### src/rtl/apb_controller_pkg.sv
// Shared definitions for the AHB-to-APB bridge: widths, AHB constants and
// the APB controller state encoding.
package apb_controller_pkg;

  localparam int unsigned AddrW = 32;
  localparam int unsigned DataW = 32;
  localparam int unsigned SelW  = 3;

  localparam logic [1:0] HtransIdle   = 2'b00;
  localparam logic [1:0] HtransBusy   = 2'b01;
  localparam logic [1:0] HtransNonseq = 2'b10;
  localparam logic [1:0] HtransSeq    = 2'b11;

  localparam logic [1:0] HrespOkay  = 2'b00;
  localparam logic [1:0] HrespError = 2'b01;

  typedef enum logic [2:0] {
    StIdle    = 3'd0,
    StWwait   = 3'd1,
    StRsetup  = 3'd2,
    StWsetup  = 3'd3,
    StRenable = 3'd4,
    StWenable = 3'd5
  } apb_state_e;

  // AHB may present a new transfer only in states that end the data phase.
  function automatic logic state_ready(apb_state_e st);
    return (st == StIdle) || (st == StRenable) || (st == StWenable);
  endfunction

endpackage

### src/rtl/apb_controller_if.sv
// AHB-side and APB-side signals of the bridge controller. The master modport
// is the controller itself; the slave modport is its environment.
interface apb_controller_if;
  import apb_controller_pkg::*;

  logic             valid;
  logic [AddrW-1:0] Haddr;
  logic             Hwrite;
  logic [SelW-1:0]  tempselx;
  logic [DataW-1:0] Hwdata;
  logic [DataW-1:0] Prdata;

  logic             Pwrite;
  logic [SelW-1:0]  Pselx;
  logic             Penable;
  logic [AddrW-1:0] Paddr;
  logic [DataW-1:0] Pwdata;
  logic             Hreadyout;
  logic [DataW-1:0] Hrdata;
  logic [1:0]       Hresp;

  modport master (
    input  valid, Haddr, Hwrite, tempselx, Hwdata, Prdata,
    output Pwrite, Pselx, Penable, Paddr, Pwdata, Hreadyout, Hrdata, Hresp
  );

  modport slave (
    output valid, Haddr, Hwrite, tempselx, Hwdata, Prdata,
    input  Pwrite, Pselx, Penable, Paddr, Pwdata, Hreadyout, Hrdata, Hresp
  );

endinterface

### src/rtl/apb_controller.sv
// APB master FSM of the AHB-to-APB bridge: one setup and one enable phase per
// accepted AHB transfer, with Hreadyout stretching the AHB data phase.
module apb_controller
  import apb_controller_pkg::*;
(
  input  logic                Hclk,
  input  logic                Hreset,
  apb_controller_if.master    bridge_io
);

  apb_state_e       state_q, state_d;
  logic [SelW-1:0]  selx_q, selx_d;
  logic [SelW-1:0]  pselx_q, pselx_d;
  logic             penable_q, penable_d;
  logic             pwrite_q, pwrite_d;
  logic [AddrW-1:0] paddr_q, paddr_d;
  logic [DataW-1:0] pwdata_q, pwdata_d;
  logic             ready;
  logic             accept;

  assign ready  = state_ready(state_q);
  assign accept = ready && bridge_io.valid && (bridge_io.tempselx != '0);

  always_comb begin
    state_d  = state_q;
    selx_d   = selx_q;
    pwrite_d = pwrite_q;
    paddr_d  = paddr_q;
    pwdata_d = pwdata_q;
    unique case (state_q)
      StIdle, StRenable, StWenable: begin
        if (accept) begin
          state_d  = bridge_io.Hwrite ? StWwait : StRsetup;
          selx_d   = bridge_io.tempselx;
          pwrite_d = bridge_io.Hwrite;
          paddr_d  = bridge_io.Haddr;
        end else begin
          state_d = StIdle;
        end
      end
      StWwait: begin
        pwdata_d = bridge_io.Hwdata;
        state_d  = StWsetup;
      end
      StRsetup: state_d = StRenable;
      StWsetup: state_d = StWenable;
      default:  state_d = StIdle;
    endcase

    // APB strobes are registered, so derive them from the state being entered.
    pselx_d   = '0;
    penable_d = 1'b0;
    unique case (state_d)
      StRsetup, StWsetup:   pselx_d = selx_d;
      StRenable, StWenable: begin
        pselx_d   = selx_d;
        penable_d = 1'b1;
      end
      default: ;
    endcase
  end

  always_ff @(posedge Hclk) begin
    if (Hreset) begin
      state_q   <= StIdle;
      selx_q    <= '0;
      pselx_q   <= '0;
      penable_q <= 1'b0;
      pwrite_q  <= 1'b0;
      paddr_q   <= '0;
      pwdata_q  <= '0;
    end else begin
      state_q   <= state_d;
      selx_q    <= selx_d;
      pselx_q   <= pselx_d;
      penable_q <= penable_d;
      pwrite_q  <= pwrite_d;
      paddr_q   <= paddr_d;
      pwdata_q  <= pwdata_d;
    end
  end

  assign bridge_io.Pselx     = pselx_q;
  assign bridge_io.Penable   = penable_q;
  assign bridge_io.Pwrite    = pwrite_q;
  assign bridge_io.Paddr     = paddr_q;
  assign bridge_io.Pwdata    = pwdata_q;
  assign bridge_io.Hreadyout = ready;
  assign bridge_io.Hrdata    = (state_q == StRenable) ? bridge_io.Prdata : '0;
  assign bridge_io.Hresp     = HrespOkay;

endmodule
### src/flat_wrapper.sv
// flat-port wrapper written by rule: the top's interface ports become plain ports
module apb_controller_flat import apb_controller_pkg::*;
  (Hclk, Hreset, bridge_io_valid, bridge_io_Haddr, bridge_io_Hwrite, bridge_io_tempselx, bridge_io_Hwdata, bridge_io_Prdata, bridge_io_Pwrite, bridge_io_Pselx, bridge_io_Penable, bridge_io_Paddr, bridge_io_Pwdata, bridge_io_Hreadyout, bridge_io_Hrdata, bridge_io_Hresp);
  apb_controller_if bridge_io_i ();
  input  logic Hclk;
  input  logic Hreset;
  input wire logic [$bits(bridge_io_i.valid)-1:0] bridge_io_valid;
  input wire logic [$bits(bridge_io_i.Haddr)-1:0] bridge_io_Haddr;
  input wire logic [$bits(bridge_io_i.Hwrite)-1:0] bridge_io_Hwrite;
  input wire logic [$bits(bridge_io_i.tempselx)-1:0] bridge_io_tempselx;
  input wire logic [$bits(bridge_io_i.Hwdata)-1:0] bridge_io_Hwdata;
  input wire logic [$bits(bridge_io_i.Prdata)-1:0] bridge_io_Prdata;
  output wire logic [$bits(bridge_io_i.Pwrite)-1:0] bridge_io_Pwrite;
  output wire logic [$bits(bridge_io_i.Pselx)-1:0] bridge_io_Pselx;
  output wire logic [$bits(bridge_io_i.Penable)-1:0] bridge_io_Penable;
  output wire logic [$bits(bridge_io_i.Paddr)-1:0] bridge_io_Paddr;
  output wire logic [$bits(bridge_io_i.Pwdata)-1:0] bridge_io_Pwdata;
  output wire logic [$bits(bridge_io_i.Hreadyout)-1:0] bridge_io_Hreadyout;
  output wire logic [$bits(bridge_io_i.Hrdata)-1:0] bridge_io_Hrdata;
  output wire logic [$bits(bridge_io_i.Hresp)-1:0] bridge_io_Hresp;
  assign bridge_io_i.valid = bridge_io_valid;
  assign bridge_io_i.Haddr = bridge_io_Haddr;
  assign bridge_io_i.Hwrite = bridge_io_Hwrite;
  assign bridge_io_i.tempselx = bridge_io_tempselx;
  assign bridge_io_i.Hwdata = bridge_io_Hwdata;
  assign bridge_io_i.Prdata = bridge_io_Prdata;
  assign bridge_io_Pwrite = bridge_io_i.Pwrite;
  assign bridge_io_Pselx = bridge_io_i.Pselx;
  assign bridge_io_Penable = bridge_io_i.Penable;
  assign bridge_io_Paddr = bridge_io_i.Paddr;
  assign bridge_io_Pwdata = bridge_io_i.Pwdata;
  assign bridge_io_Hreadyout = bridge_io_i.Hreadyout;
  assign bridge_io_Hrdata = bridge_io_i.Hrdata;
  assign bridge_io_Hresp = bridge_io_i.Hresp;
  apb_controller u_core (.Hclk(Hclk), .Hreset(Hreset), .bridge_io(bridge_io_i));
endmodule
### config.mk
export PLATFORM = sky130hd
export DESIGN_NAME = apb_controller_flat
export DESIGN_NICKNAME = d
export VERILOG_FILES = /design/src/rtl/apb_controller_pkg.sv /design/src/rtl/apb_controller_if.sv /design/src/rtl/apb_controller.sv /design/src/flat_wrapper.sv
export SDC_FILE = /design/constraint.sdc
export NUM_CORES = 1
export LEC_CHECK = 0
export CORE_MARGIN = 3
export CORE_UTILIZATION = 25
export DETAILED_ROUTE_END_ITERATION = 8
export SYNTH_ARGS = -nofsm -noshare
export SYNTH_HDL_FRONTEND = slang
export SYNTH_SLANG_ARGS = --single-unit
### constraint.sdc
create_clock -name Hclk -period 2.5 [get_ports Hclk]
set_input_delay 0.375 -clock Hclk [delete_from_list [all_inputs] [get_ports Hclk]]
set_output_delay 0.375 -clock Hclk [all_outputs]
set_load 0.01 [all_outputs]
==> results of run 1 <==
## Yosys cell counts
library cell and instances:
a21boi_0 1, dfxtp_1 75, conb_1 1, nand2b_1 2, nor2b_1 1, or3b_1 1, a32oi_1 1, clkbuf_1 18
buf_2 3, nor2_1 8, and2_1 33, nor3_2 1, or3_1 1, mux2i_1 2, nor3_1 1, buf_4 4
nand2_1 130, a21oi_1 67, buf_6 2, nor3b_1 3, o41ai_1 1
## cell families after synthesis
logic type | synth area share (%)
DFF | 53.31
buffers and inverters | 4.798
and+or+nand+nor | 28.25
AOI/OAI and AO/OA | 12.79
other | 0.1331
muxes | 0.7108
## flip-flops by register name (all words and copies together) (netlist names)
register                  cells
u_core.bridge_io.Paddr       32
u_core.bridge_io.Pwdata      32
u_core.bridge_io.Pselx        3
u_core.selx_q                 3
u_core.state_q                3
u_core.bridge_io.Penable      1
u_core.bridge_io.Pwrite       1
## tightest hold or removal path: cells and delay by family, from the launching register on
family	cells	cell delay [ps]
and+or+nand+nor	1	50
DFF	1	310
AOI/OAI and AO/OA	1	50
## power by group through the flow
stage	clock (mW)	combinational (mW)	sequential, mW
global placement	0	0.591	1.33
global route	1.39	0.647	1.32
finish	1.30	0.590	1.31
detailed placement	0	0.595	1.34
CTS	1.35	0.599	1.31
floorplan	0	0.197	1.36
## worst paths after layout
path | start | endpoint | cells after the start
max | u_core.state_q[2]$_SDFF_PP0_ | bridge_io_Hrdata[29] | 4
min | u_core.bridge_io.Pwdata[5]$_SDFFE_PP0N_ | u_core.bridge_io.Pwdata[5]$_SDFFE_PP0N_ | 2
max reg2reg | u_core.state_q[0]$_SDFF_PP0_ | u_core.bridge_io.Paddr[2]$_SDFFE_PP0P_ | 5
min reg2reg | u_core.bridge_io.Pwdata[5]$_SDFFE_PP0N_ | u_core.bridge_io.Pwdata[5]$_SDFFE_PP0N_ | 2
## metal layers
metal | track usage, % | share of wire, % | up-vias
met1 | 17.88 | 43 | 1338
met2 | 23.04 | 47 | 103
li1 | - | - | 1527
met4 | 3.686 | 0.92 | 0
met3 | 6.092 | 8.6 | 7
met5 | 0 | 0 | -
## area by class of cell
cell class	instances	area, um^2
Multi-Input combinational cell	255	1197
Timing Repair Buffer	212	2110
Fill cell	1072	5650
Sequential cell	75	1501
Tap cell	140	175.2
Clock buffer	9	225.2
Clock inverter	7	76.32
==> metrics, run 1 <==
status completed; initial antenna violation count 0; post-DP HPWL 6999 um; Final Util 48.33%; DRC violation total after the first TritonRoute iteration 146; CP startpoint kind flip-flop; internal power 2.397 mW; Static Leak 1.928 nW; placed cell areas 4984 um^2; routability cong. 0.7628; Unique masters post-synth 21; nets@finish 656; Fin. Hold Viols 0; commonest non-fill, non-tap cells in the layout 203 x clkdlybuf4s50_1, 130 x nand2_1, 75 x dfxtp_1; post-synthesis register bit count 75; top cell type's share of synthesized area 53.31%; pin count of the biggest net entering global routing 34; VDD IR max 0.0004312 V; I/O Buffers 204; final worst setup slack 174.7 ps; Placeable Area 10940 um^2; Setup Buffers After CTS 0; P_sw 0.8006 mW; Clk Tree Root Cell clkbuf_16; RSZ-0062 raised after global routing false; endpoints failing setup 0; CP delay by family, top buffers and inverters; Tcrit/Tclk final 93.01%; Synth area leaders dfxtp_1 53%, nand2_1 17%, a21oi_1 12%; commonest non-fill, non-tap cell in the layout clkdlybuf4s50_1; Clk network pwr share 40.6%; CTS tree yes; Post-CTS Resized 0; YS warnings 0; Num CTS Buffers 9; width of the chip 112.1 um; Cell Pwr Density 605.0 nW/um^2; share of post-route cells with drive strength above 1 5.018%; pre-CTS setup slack 391.2 ps; sequential fraction of the synthesis area 53.31%; buffers plus inverters on the worst setup path 2; Mapped Cells 356; Reg2Reg Setup Slack 730 ps; Reg clk slew, reported paths 60 ps; Worst setup EP type output pin; I/O pin total 207; worst min path class reg2reg; P&R area growth vs syn 87.65%; First-pass DRT Iterations 4; number of clock sinks 75; average size of a mapped cell 7.911 um^2; FP Rows 38; Sw Ratio 25.04%; global-route wire length before repair 14830 um; clk buf depth 2; Die ar. 12580 um^2; ant diodes 0; cts hold-fix bufs 0; final hold slack 450.6 ps; logic gate share of total power 18.5%; Tmin final 2325 ps; highest clock rate 0.4301 GHz; Clk Latency, worst-skew pair 320 ps; drt total wl 9378 um; DRC viols 0; placed cells 682; htree depth 3; CP required 2120 ps; overall global routing resource usage 14.37%; Initial Util 25.76%; mapped cell area 2816 um^2; Design Area, Final 5285 um^2; Worst Path Max Fanout 32; setup TNS 0 ps; Crit-path slowest cell clkdlybuf4s50_1; die height 112.1 um; Non-Filler Instances 698; fin. max-slew vios 0; Final Skew 4.399 ps; Design Power 3.197 mW; via/cell ratio 4.262; Overflow after GRT 0; Crit path largest cell delay 560 ps; arrival time worst endpoint 1950 ps; sequential power share 41.0%; DR vias 2975; DR WL/cell 13.44 um; Routed Antenna Nets 0; Max-Cap Viols 0; worst path cell trace nor3b_2, buf_4, and2_1, clkdlybuf4s50_1; vias in the first global route 2896; post-synth top area cell dfxtp_1; crit path kind reg2out
Power figures use the tool's default switching activity.
==> run 2: changes to the inputs <==
--- a/config.mk
+++ b/config.mk
@@ -6,8 +6,9 @@
 export NUM_CORES = 1
 export LEC_CHECK = 0
 export CORE_MARGIN = 3
-export CORE_UTILIZATION = 25
+export CORE_UTILIZATION = 35
 export DETAILED_ROUTE_END_ITERATION = 8
+export PLACE_DENSITY = 0.82
 export SYNTH_ARGS = -nofsm -noshare
 export SYNTH_HDL_FRONTEND = slang
 export SYNTH_SLANG_ARGS = --single-unit
==> run 2 against run 1 <==
- final cell count fell by 5.6%
- register-to-register slack better by 130 ps
- setup slack got worse by 6.7 ps
- flip-flop and latch count did not move
- combinational power is 0.8% higher
- clock skew up 8.7 ps
- clock power down 28%
- wire length decreased by 3.2%
- global-route usage is 5.0 points higher
- non-clock buffer count shrank 1
- via count increased by 0.77%
- critical endpoint is now bridge_io_Hrdata[17]
==> metrics, run 2 (same netlist as run 1, synthesis figures left out) <==
status completed; Reg2Reg Setup Slack 860 ps (+130 ps); crit path kind reg2out; WHS Endpoint u_core.bridge_io.Pwdata[19]$_SDFFE_PP0N_; Num CTS Buffers 9 (unchanged); Static Leak 1.878 nW (-2.6%); R2R depth 5 (unchanged); multi-input logic area 1197 um^2 (unchanged); pin count of the biggest net entering global routing 34 (unchanged); width of the chip 95.71 um (-15%); Cell Pwr Density 552.3 nW/um^2 (-8.7%); initial antenna violation count 0 (unchanged); Design Power 2.841 mW (-11%); DRT met1 WL 3717 um (-8.2%); I/O pin total 207 (unchanged); RSZ-0062 raised after global routing false; pre-CTS setup slack 429.7 ps (+38.47 ps); P&R area growth vs syn 82.63%; clk buf depth 2 (unchanged); fin. max-slew vios 0 (unchanged); CP required 2120 ps (about the same); HP Start u_core.bridge_io.Pwdata[19]$_SDFFE_PP0N_; Fin. Hold Viols 0 (unchanged); via/cell ratio 4.549 (+6.7%); slew margin rel. 64.71%; DR vias 2998 (+0.77%); nets@finish 655 (-0.15%); Max-Cap Viols 0 (unchanged); I/O Buffers 204 (unchanged); overall global routing resource usage 19.36% (+5.0 points); global-route wire length before repair 13920 um (-6.1%); Routed Antenna Nets 0 (unchanged); DR WL met2 4460 um (+0.45%); Worst Path Max Fanout 32 (unchanged); number of clock sinks 75 (unchanged); highest clock rate 0.4288 GHz (-0.29%); Tmin final 2332 ps (+6.666 ps); share of post-route cells with drive strength above 1 4.668% (-0.35 points); Reg clk slew, reported paths 80 ps (+20 ps); placed cell areas 4941 um^2 (-0.85%); Final Util 66.22% (+18 points); R2R Path Start u_core.state_q[1]$_SDFF_PP0_; met3 WL 758 um (-5.7%); drt total wl 9076 um (-3.2%); setup TNS 0 ps (unchanged); Overflow after GRT 0 (unchanged); final hold slack 454.0 ps (+3.417 ps); commonest non-fill, non-tap cells in the layout 203 x clkdlybuf4s50_1, 130 x nand2_1, 75 x dfxtp_1; Final Skew 13.10 ps (+8.699 ps); DRC viols 0 (unchanged); routability cong. 0.7637 (+0.12%); DRC violation total after the first TritonRoute iteration 64 (-56%); placed cells 643 (-5.7%); Clk Latency, worst-skew pair 340 ps (+20 ps); CTS tree yes; hold path depth 2 (unchanged); worst min path class reg2reg; Clk Tree Root Cell clkbuf_8; Design Area, Final 5144 um^2 (-2.7%); First-pass DRT Iterations 6 (+2); htree depth 3 (unchanged); post-DP HPWL 6907 um (-1.3%); top sig layer met4; CP startpoint kind flip-flop; Fill cells 655 (-39%); final worst setup slack 168.1 ps (-6.666 ps); Initial Util 36.26% (+11 points); Worst setup EP type output pin; Placeable Area 7767 um^2 (-29%); ant diodes 0 (unchanged); Post-CTS Resized 0 (unchanged); cts hold-fix bufs 0 (unchanged); actual slew at the worst max-slew pin 527.6 ps; Tcrit/Tclk final 93.28% (+0.27 points); vias in the first global route 2960 (+2.2%); Non-Filler Instances 659 (-5.6%); commonest non-fill, non-tap cell in the layout clkdlybuf4s50_1; launch point of the worst path u_core.state_q[2]$_SDFF_PP0_; die height 95.71 um (-15%); Setup Buffers After CTS 0 (unchanged); Reg area 1501 um^2 (unchanged); Die ar. 9159 um^2 (-27%); VDD IR max 0.0003734 V (-13%); reg2reg end u_core.bridge_io.Paddr[0]$_SDFFE_PP0P_; arrival time worst endpoint 1960 ps (about the same); DR WL/cell 13.77 um (+2.5%); FP Rows 32 (-16%); endpoints failing setup 0 (unchanged)
[run 2: worst max-delay path by stage]
| stage | end | cells past startpoint |
|---|---|---|
| 3_3_place_gp | u_core.bridge_io.Paddr[1]$_SDFFE_PP0P_ | 6 |
| 5_1_grt | bridge_io_Hrdata[17] | 4 |
| 6_report | bridge_io_Hrdata[17] | 4 |
| 2_1_floorplan | bridge_io_Hrdata[0] | 3 |
| 4_1_cts | bridge_io_Hrdata[17] | 4 |
| 3_5_place_dp | u_core.bridge_io.Paddr[28]$_SDFFE_PP0P_ | 6 |
[run 2: final cells by class]
cell class                 instances  area share, %
multi-input combinational        255          23.28
tap                              102          2.481
timing repair buffer             211          41.11
clock inverter                     5          1.192
clock buffer                      11          2.749
sequential                        75          29.19
[run 2: critical path, stage by stage, from the launching register on]
cell	delay [ps]
dfxtp_1	420
nor3b_2	210
buf_4	270
and2_1	180
clkdlybuf4s50_1	550
[run 2: report_power, final]
part	leakage, nW	switching, mW	total [mW]	internal (mW)
Clock	0.0922	0.446	0.938	0.492
Combinational	1.17	0.244	0.595	0.351
Sequential	0.612	0.0385	1.31	1.27
Total	1.88	0.729	2.84	2.11
[run 2: metal layers]
layer	track usage, %	vias up
met5	0	-
met1	22.81	1359
met4	6.754	0
met2	33.24	108
li1	-	1520
met3	5.942	11
==> run 3: changes to the inputs <==
--- a/config.mk
+++ b/config.mk
@@ -9,6 +9,7 @@
 export CORE_UTILIZATION = 35
 export DETAILED_ROUTE_END_ITERATION = 8
 export PLACE_DENSITY = 0.82
+export SLEW_MARGIN = 10
 export SYNTH_ARGS = -nofsm -noshare
 export SYNTH_HDL_FRONTEND = slang
 export SYNTH_SLANG_ARGS = --single-unit
==> results of run 3 <==
Same layout as run 2: the final DEF is identical, and so are final timing and power.
